### src/rtl/modn_down_counter_pkg.sv
// Shared definitions for the modulo-N down counter: width helper and variant select.
package modn_down_counter_pkg;

  // Implementation variant: plain D-flop register or per-bit toggle flops.
  typedef enum logic {ImplBehav, ImplStruct} impl_e;

  // Minimum register width able to hold 0..m-1 (at least one bit).
  function automatic int unsigned min_width(input int unsigned m);
    int unsigned w;
    w = 1;
    while ((64'd1 << w) < 64'(m)) begin
      w++;
    end
    return w;
  endfunction

endpackage

### src/rtl/modn_down_counter_if.sv
// Control and status bundle of one counter stage.
interface modn_down_counter_if #(
  parameter int unsigned WIDTH = 3
);
  logic             en;
  logic             bin;
  logic             load;
  logic [WIDTH-1:0] din;
  logic [WIDTH-1:0] q;
  logic             tc;
  logic             bout;
  logic             wrap;

  modport master (
    output en, bin, load, din,
    input  q, tc, bout, wrap
  );

  modport slave (
    input  en, bin, load, din,
    output q, tc, bout, wrap
  );
endinterface

### src/rtl/modn_down_counter_next_state.sv
// Combinational next-count and next-wrap logic: load clamp, decrement, wrap to MOD-1.
module modn_down_counter_next_state #(
  parameter int unsigned MOD   = 6,
  parameter int unsigned WIDTH = 3
) (
  input  logic [WIDTH-1:0] q_i,
  input  logic             load_i,
  input  logic [WIDTH-1:0] din_i,
  input  logic             cnt_i,
  output logic [WIDTH-1:0] q_o,
  output logic             wrap_o
);

  localparam logic [WIDTH-1:0] TopVal = WIDTH'(MOD - 1);
  // One extra bit so MOD == 2**WIDTH compares correctly and never clamps.
  localparam logic [WIDTH:0]   ModVal = (WIDTH + 1)'(MOD);

  always_comb begin
    q_o    = q_i;
    wrap_o = 1'b0;
    if (load_i) begin
      q_o = ({1'b0, din_i} < ModVal) ? din_i : TopVal;
    end else if (cnt_i) begin
      if (q_i == '0) begin
        q_o    = TopVal;
        wrap_o = 1'b1;
      end else begin
        q_o = q_i - WIDTH'(1);
      end
    end
  end

endmodule

### src/rtl/modn_down_counter.sv
// Modulo-N down counter stage with enable, parallel load, cascade borrow and wrap pulse.
module modn_down_counter
  import modn_down_counter_pkg::*;
#(
  parameter int unsigned MOD   = 6,
  parameter int unsigned WIDTH = 3,
  parameter impl_e       IMPL  = ImplBehav
) (
  input logic                clk,
  input logic                rst,
  modn_down_counter_if.slave bus
);

  if (MOD < 2 || WIDTH < min_width(MOD)) begin : g_bad_params
    $error("modn_down_counter: MOD=%0d illegal for WIDTH=%0d", MOD, WIDTH);
  end

  logic [WIDTH-1:0] q_q, q_d;
  logic             wrap_q, wrap_d;
  logic             cnt;

  assign cnt = bus.en & bus.bin;

  modn_down_counter_next_state #(
    .MOD   (MOD),
    .WIDTH (WIDTH)
  ) u_next_state (
    .q_i    (q_q),
    .load_i (bus.load),
    .din_i  (bus.din),
    .cnt_i  (cnt),
    .q_o    (q_d),
    .wrap_o (wrap_d)
  );

  if (IMPL == ImplStruct) begin : g_tff
    logic [WIDTH-1:0] toggle;
    // Each bit flips only where the next count differs from the current one.
    assign toggle = q_q ^ q_d;

    always_ff @(posedge clk) begin
      if (rst) begin
        q_q <= '0;
      end else begin
        for (int i = 0; i < int'(WIDTH); i++) begin
          if (toggle[i]) begin
            q_q[i] <= ~q_q[i];
          end
        end
      end
    end
  end else begin : g_dff
    always_ff @(posedge clk) begin
      if (rst) begin
        q_q <= '0;
      end else begin
        q_q <= q_d;
      end
    end
  end

  always_ff @(posedge clk) begin
    if (rst) begin
      wrap_q <= 1'b0;
    end else begin
      wrap_q <= wrap_d;
    end
  end

  assign bus.q    = q_q;
  assign bus.tc   = (q_q == '0);
  assign bus.bout = cnt & bus.tc;
  assign bus.wrap = wrap_q;

endmodule

### src/flat_wrapper.sv
// flat-port wrapper written by rule: the top's interface ports become plain ports
module modn_down_counter_flat import modn_down_counter_pkg::*;
#(
  parameter int unsigned MOD   = 6,
  parameter int unsigned WIDTH = 3,
  parameter impl_e       IMPL  = ImplBehav
)
  (clk, rst, bus_en, bus_bin, bus_load, bus_din, bus_q, bus_tc, bus_bout, bus_wrap);
  modn_down_counter_if #(.WIDTH(WIDTH)) bus_i ();
  input logic clk;
  input logic rst;
  input wire logic [$bits(bus_i.en)-1:0] bus_en;
  input wire logic [$bits(bus_i.bin)-1:0] bus_bin;
  input wire logic [$bits(bus_i.load)-1:0] bus_load;
  input wire logic [$bits(bus_i.din)-1:0] bus_din;
  output wire logic [$bits(bus_i.q)-1:0] bus_q;
  output wire logic [$bits(bus_i.tc)-1:0] bus_tc;
  output wire logic [$bits(bus_i.bout)-1:0] bus_bout;
  output wire logic [$bits(bus_i.wrap)-1:0] bus_wrap;
  assign bus_i.en = bus_en;
  assign bus_i.bin = bus_bin;
  assign bus_i.load = bus_load;
  assign bus_i.din = bus_din;
  assign bus_q = bus_i.q;
  assign bus_tc = bus_i.tc;
  assign bus_bout = bus_i.bout;
  assign bus_wrap = bus_i.wrap;
  modn_down_counter #(.MOD(MOD), .WIDTH(WIDTH), .IMPL(IMPL)) u_core (.clk(clk), .rst(rst), .bus(bus_i));
endmodule
### config.mk
export PLATFORM = sky130hd
export DESIGN_NAME = modn_down_counter_flat
export DESIGN_NICKNAME = d
export VERILOG_FILES = /design/src/rtl/modn_down_counter_pkg.sv /design/src/rtl/modn_down_counter_if.sv /design/src/rtl/modn_down_counter_next_state.sv /design/src/rtl/modn_down_counter.sv /design/src/flat_wrapper.sv
export SDC_FILE = /design/constraint.sdc
export NUM_CORES = 1
export LEC_CHECK = 0
export ABC_AREA = 1
export BUFFER_PORTS_ARGS = -buffer_cell sky130_fd_sc_hd__buf_2
export CELL_PAD_IN_SITES_DETAIL_PLACEMENT = 1
export CELL_PAD_IN_SITES_GLOBAL_PLACEMENT = 1
export CORE_AREA = 4 4 41 43
export CTS_BUF_LIST = sky130_fd_sc_hd__clkbuf_8
export DETAILED_ROUTE_END_ITERATION = 8
export DIE_AREA = 0 0 45 47
export PLACE_DENSITY_LB_ADDON = 0.05
export SLEW_MARGIN = 10
export SYNTH_ARGS = -nofsm -noshare
export SYNTH_HDL_FRONTEND = slang
export SYNTH_SLANG_ARGS = --single-unit
### constraint.sdc
create_clock -name clk -period 1.8 [get_ports clk]
set_clock_uncertainty 0.2 [all_clocks]
set_input_delay 0.18 -clock clk [delete_from_list [all_inputs] [get_ports clk]]
set_output_delay 0.18 -clock clk [all_outputs]
set_load 0.01 [all_outputs]
### Yosys cells after proc, flatten, opt, wreduce, memory -nomap -nowiden

Index checks and enable logic that the tools add are counted.

* register bits after elaboration: 4
* input bits: 8

* add/subtract/negate cells: 1
* magnitude comparators: 1
* multiplexer cells: 5
* bitwise gates (word level): 3
* reduce and logical (&&, ||, !) cells: 3

Operators by type and width (number)
* 2-to-1 mux 3 bit: 4
* zero test 3 bit: 1
* < comparator 3 bit, second input constant: 1
* OR reduction 3 bit: 1
* subtractor 3 x 1 -> 3 bit, second input constant: 1
* AND 1 bit: 2
* nonzero test 2 bit: 1
* 2-to-1 mux 1 bit: 1
* inverter 1 bit: 1

### Logic depth before layout (Yosys ltp)

Gate-level depths: netlist of run 1.

* depth after elaboration: 4
* gate-level depth with buffers: 6

### By module

Synthesis of run 1 repeated with hierarchy kept, for this count alone.

* cells, all modules: 49
* area, all modules: 270.3 um^2

By module, submodules not included
* modn_down_counter: times used 1, cells each 19, area an instance 138.9 um^2
* modn_down_counter_next_state: times used 1, cells each 30, area an instance 131.4 um^2

### Least setup slack after synthesis of run 1

OpenSTA, ideal clock, no wires.

* path type: register -> output
* start point: register u_core.q_q[0] (netlist: u_core.bus.q[0])
* end point: output port bus_bout
* arrival time: 0.965 ns
* slack: 0.455 ns
* stages on the path, launching flop included: 5
* buffers on the path: 0
* cells stage by stage: dfxtp_1 -> nor2_1 -> ha_1 -> inv_1 -> nor2_1

* word-level cells in the longest chain between the ends: 2

RTL lines
* from (decl): line modn_down_counter.sv:18 `logic [WIDTH-1:0] q_q, q_d;`
* from (signal assigned): line modn_down_counter.sv:57 `q_q <= q_d;`
* zero test 3 bit: line modn_down_counter.sv:71 `assign bus.tc = (q_q == '0);`
* via bus_tc: line flat_wrapper.sv:17 `output wire logic [$bits(bus_i.tc)-1:0] bus_tc;`
* AND 1 bit: line modn_down_counter.sv:72 `assign bus.bout = cnt & bus.tc;`
* to (decl): line flat_wrapper.sv:18 `output wire logic [$bits(bus_i.bout)-1:0] bus_bout;`

The timed path passes the listed nets, and every way through them passes these cells.

### Final worst setup path of run 1

* start point: register u_core.q_q[0] (netlist: u_core.bus.q[0])
* end point: output port bus_bout

* word-level cells in the longest chain between the ends: 2

RTL lines (line)
* zero test 3 bit: modn_down_counter.sv:71
* AND 1 bit: modn_down_counter.sv:72

Every way passes these cells.

==> metrics, run 1 <==
FFs w/ async S/R, synth 0%; Int Power 265 uW; via density per instance 4.22; commonest cells in the netlist nand2_1 (12), inv_1 (6), nor2_1 (6), dfxtp_1 (4); H-tree levels 1; Power, Total 349 uW; die area 0.00212 sq mm; RSZ-0062 raised after global routing no; # DRC 0; count leader, synth nand2_1; layout overhead on the synthesized area 53.2%; Initial DRC Count 3; CTS tree done; DPL Wire Length 630 um; Area contributors post-synth dfxtp_1 (32%), nand2_1 (18%), inv_1 (8.9%); EDFF count, synth 0; Fill cells 184; total core area 0.00130 sq mm; Syn Area/Cell 6.19 sq um; Slew Viols, Final 0; worst slew pin tran 0.143 ns; share of cells above drive strength 1 37.9%; Cell Area, Synth 254 sq um; CTS root buffer clkbuf_8; hold crit path type input port to flip-flop; vias in the first global route 307; worst setup margin 0.190 ns; Die Y-Extent 47 um; Comb power frac 18.8%; final worst-path cycle share 89.4%; largest area contributor in the synthesized netlist dfxtp_1; ANT cells 0; final hold violations 0; Worst setup EP type output port; Synth Instances 41; top cell type's share of synthesized area 31.5%; global-route wire length before repair 1.23 mm; VDD IR-drop max 0.384 mV; WL per Instance 9.70 um; reg2reg path depth 5; PwrDens 897 mW/mm^2; grt ovf 0; largest net degree at the start of global routing 6; Net Sw Power 84.6 uW; Reg clk slew, reported paths 0.03 ns; number of synthesized register bits 4; max_cap viols 0; largest buffer count on any clock path 2; total CTS buffers 3; FMAX 621 MHz; post-cts sizing count 0; Worst Path Arrival 1.23 ns; syn nets 50; Crit Path Category flip-flop to output port; Final setup viols 0; Final Wtd Congestion 0.742; Net Sw Frac 24.2%; setup bufs post-CTS 0; # port buffers 13; most common flop cell mapped by yosys dfxtp_1; Startpoint Class flip-flop; crit path time final 1.61 ns; hold depth 3; vias post-DR 308; Reg power frac 28.5%; Starting Density 19.5%; Sink Count 4; status finished, final reports clean; pre-CTS setup slack 0.398 ns; count of cell types in the netlist 14; Core Rows 13; initial antenna violation count 0; crit path max fanout 4; IO Pins 14; GR Util All Layers 8.60%; critical path required time 1.42 ns; die width 45 um; setup TNS 0 ns; Routed WL 708 um; Yosys Warn Count 0; final net count 69; post-synthesis sequential area ratio 31.5%; 1st-pass router iterations 4; static leakage 0.212 nW; clk_lat worst skew 0.21 ns; Final ANT Viol Nets 0; Max transition margin 90.3%; Clock power frac 52.7%
layout make-up:
type | instances | area (sq um) | area share [%]
multi-input combinational | 30 | 148 | 37.9
sequential | 4 | 80.1 | 20.6
clock buffer | 3 | 41.3 | 10.6
inverter | 7 | 26.3 | 6.75
tap | 15 | 18.8 | 4.82
timing repair buffer | 14 | 75.1 | 19.3
critical path, cell delays in order (launching register included):
cell and delay, ns:
dfxtp_1 0.33, nor2_1 0.16, ha_1 0.22, inv_1 0.07
nor2_1 0.10, buf_2 0.13
power groups by stage:
stage	clock network, mW	registers (mW)	logic (mW)
6_report	0.184	0.0995	0.0655
3_3_place_gp	0	0.100	0.0652
4_1_cts	0.190	0.0999	0.0678
5_1_grt	0.196	0.101	0.0775
3_5_place_dp	0	0.101	0.0660
2_1_floorplan	0	0.102	0.0348
state kept, by name, indices dropped and copies added (netlist names):
name / cells
u_core.bus.wrap: 1
u_core.bus.q: 3
what timing repair did:
action,4_1_cts,5_1_grt
hold buffers,1,0
setup endpoints to repair,0,0
endpoints found under the hold margin,2,0
cells in the final DEF, fill, tap and decap left out:
| cell | synthesis | layout |
|---|---|---|
| nand3_2 | 1 | 1 |
| nor3_1 | 1 | 1 |
| nor2_2 | 2 | 2 |
| nand2_2 | 1 | 1 |
| dlygate4sd3_1 | 0 | 1 |
| inv_1 | 6 | 6 |
| o21ai_0 | 2 | 2 |
| dfxtp_1 | 4 | 4 |
| inv_2 | 1 | 1 |
| nand2_1 | 12 | 12 |
| clkbuf_8 | 0 | 3 |
| nand3_1 | 2 | 2 |
| a21oi_1 | 1 | 1 |
| nor2_1 | 6 | 6 |
| buf_2 | 0 | 13 |
| o21ai_2 | 1 | 1 |
| ha_1 | 1 | 1 |
final timing paths:
kind	startpoint	slack [ns]	endpoint
worst max-delay path	u_core.bus.q[0]$_SDFFE_PP0P_	0.19	bus_bout
worst min-delay path	bus_bin	0.06	u_core.bus.wrap$_SDFF_PP0_
worst max register to register	u_core.bus.q[0]$_SDFFE_PP0P_	0.45	u_core.bus.q[2]$_SDFFE_PP0P_
worst min register to register	u_core.bus.q[2]$_SDFFE_PP0P_	0.33	u_core.bus.q[2]$_SDFFE_PP0P_
cells by family after synthesis:
| kind of cell | synth area share (%) |
|---|---|
| DFF | 31.5 |
| buffers and inverters | 10.3 |
| adders and majority gates | 4.93 |
| and+or+nand+nor | 43.8 |
| AOI/OAI and AO/OA | 9.36 |
stage by stage:
stage	cells	hold slack [ns]	util, %	instance area [sq um]
5_1_grt	73	0.0868	29.9	389
4_1_cts	73	0.0685	29.9	389
6_report	73	0.0644	29.9	389
2_1_floorplan	41	0.0491	-	254
3_5_place_dp	69	0.215	26.0	338
3_3_place_gp	69	0.213	26.0	338
layer usage:
| layer | part of all wire (%) | global-route usage [%] | vias up |
|---|---|---|---|
| li1 | - | - | 161 |
| met1 | 39 | 8.62 | 136 |
| met2 | 53 | 15.0 | 11 |
| met3 | 8.1 | 4.60 | 0 |
| met4 | 0 | 3.51 | 0 |
| met5 | 0 | 0 | - |
(Power assumes the default switching activity.)
==> run 2: changes to the inputs <==
clock period = 1.7 ns   (was 1.8 ns; I/O delays follow)
==> metrics, run 2 (synthesized netlist as in run 1, its figures left out) <==
Final Wtd Congestion 0.742; post-layout util 30.3%; Max transition margin 88.2%; ANT cells 0; pre-CTS setup slack 0.294 ns; Startpoint Class flip-flop; Initial DRC Count 7; Starting Density 19.5%; grt ovf 0; Crit Path Category flip-flop to output port; Finished Cell Area 394 sq um; commonest non-fill, non-tap cell in the layout buf_2; GR Util All Layers 8.52%; Final ANT Viol Nets 0; initial antenna violation count 0; crit path time final 1.57 ns; VDD IR-drop max 0.405 mV; final hold violations 0; Cells after DPL 69; FF-to-FF End u_core.bus.q[2]$_SDFFE_PP0P_; Final setup viols 0; RSZ-0062 raised after global routing no; Slew Viols, Final 0; DPL Wire Length 634 um; die area 0.00212 sq mm; most frequent cells in the layout buf_2 (13), nand2_1 (12), inv_1 (6), nor2_1 (5), dfxtp_1 (4); vias post-DR 308; critical path required time 1.33 ns; Routed WL 715 um; # DRC 0; Sink Count 4; worst slew pin tran 0.176 ns; largest buffer count on any clock path 2; crit path max fanout 4; static leakage 0.211 nW; global-route wire length before repair 1.22 mm; Worst Path Arrival 1.20 ns; Placed Instance Area 338 sq um; H-tree levels 1; final worst-path cycle share 92.4%; IO Pins 14; total core area 0.00130 sq mm; Power, Total 372 uW; Worst R2R Start u_core.bus.q[0]$_SDFFE_PP0P_; final net count 69; hold depth 3; flop2flop setup slack 0.32 ns; hold crit path type input port to flip-flop; via density per instance 4.22; worst setup margin 0.129 ns; share of cells above drive strength 1 41.4%; reg2reg path depth 5; Die Y-Extent 47 um; WL per Instance 9.79 um; worst hold endpoint u_core.bus.wrap$_SDFF_PP0_; max_cap viols 0; setup TNS 0 ns; vias in the first global route 305; CTS root buffer clkbuf_8; Reg clk slew, reported paths 0.03 ns; setup bufs post-CTS 0; Worst setup EP type output port; die width 45 um; CTS tree done; 1st-pass router iterations 4; # port buffers 13; clk_lat worst skew 0.21 ns; total CTS buffers 3; PwrDens 944 mW/mm^2; worst hold start bus_bin; final instance count without filler cells 73; FMAX 637 MHz; layout overhead on the synthesized area 55.2%; largest net degree at the start of global routing 6; max reg flops 3; status finished, final reports clean; hold_ws 0.0564 ns; Core Rows 13
[run 2: worst max-delay path by stage]
stage,slack (ns),cells past startpoint,startpoint,to
4_1_cts,0.06,5,u_core.bus.q[0]$_SDFFE_PP0P_,bus_bout
3_3_place_gp,0.33,5,u_core.bus.q[0]$_SDFFE_PP0P_,bus_bout
6_report,0.13,5,u_core.bus.q[0]$_SDFFE_PP0P_,bus_bout
3_5_place_dp,0.29,5,u_core.bus.q[0]$_SDFFE_PP0P_,bus_bout
5_1_grt,0.01,5,u_core.bus.q[0]$_SDFFE_PP0P_,bus_bout
2_1_floorplan,0.37,4,u_core.bus.q[0]$_SDFFE_PP0P_,bus_bout
[run 2: repair_timing]
item / 4_1_cts / 5_1_grt
gates resized for setup: 0 / 2
hold endpoints to repair: 3 / 0
hold buffers: 1 / 0
setup endpoints to repair: 0 / 1
[run 2: layout make-up]
cell class                      count  area, sq um
Inverter                            7         26.3
Timing Repair Buffer               14         75.1
Tap cell                           15         18.8
Clock buffer                        3         41.3
Fill cell                         179          907
Sequential cell                     4         80.1
Multi-Input combinational cell     30          153
[run 2: power by group]
group	switching, mW	internal (mW)
Sequential	0.00547	0.100
Combinational	0.0406	0.0307
Clock	0.0444	0.151
Total	0.0905	0.282
[run 2: worst max-delay path, cell delays in order (launching register included)]
cell and delay (ns):
dfxtp_1 0.34, nor2_2 0.15, ha_2 0.21, inv_1 0.06, nor2_1 0.09, buf_2 0.13
[run 2: layer usage]
layer	global-route usage (%)	vias up	share of wire, %
met4	3.51	0	0
li1	-	162	-
met1	8.62	135	41
met5	0	-	0
met3	4.60	0	8.5
met2	14.7	11	50
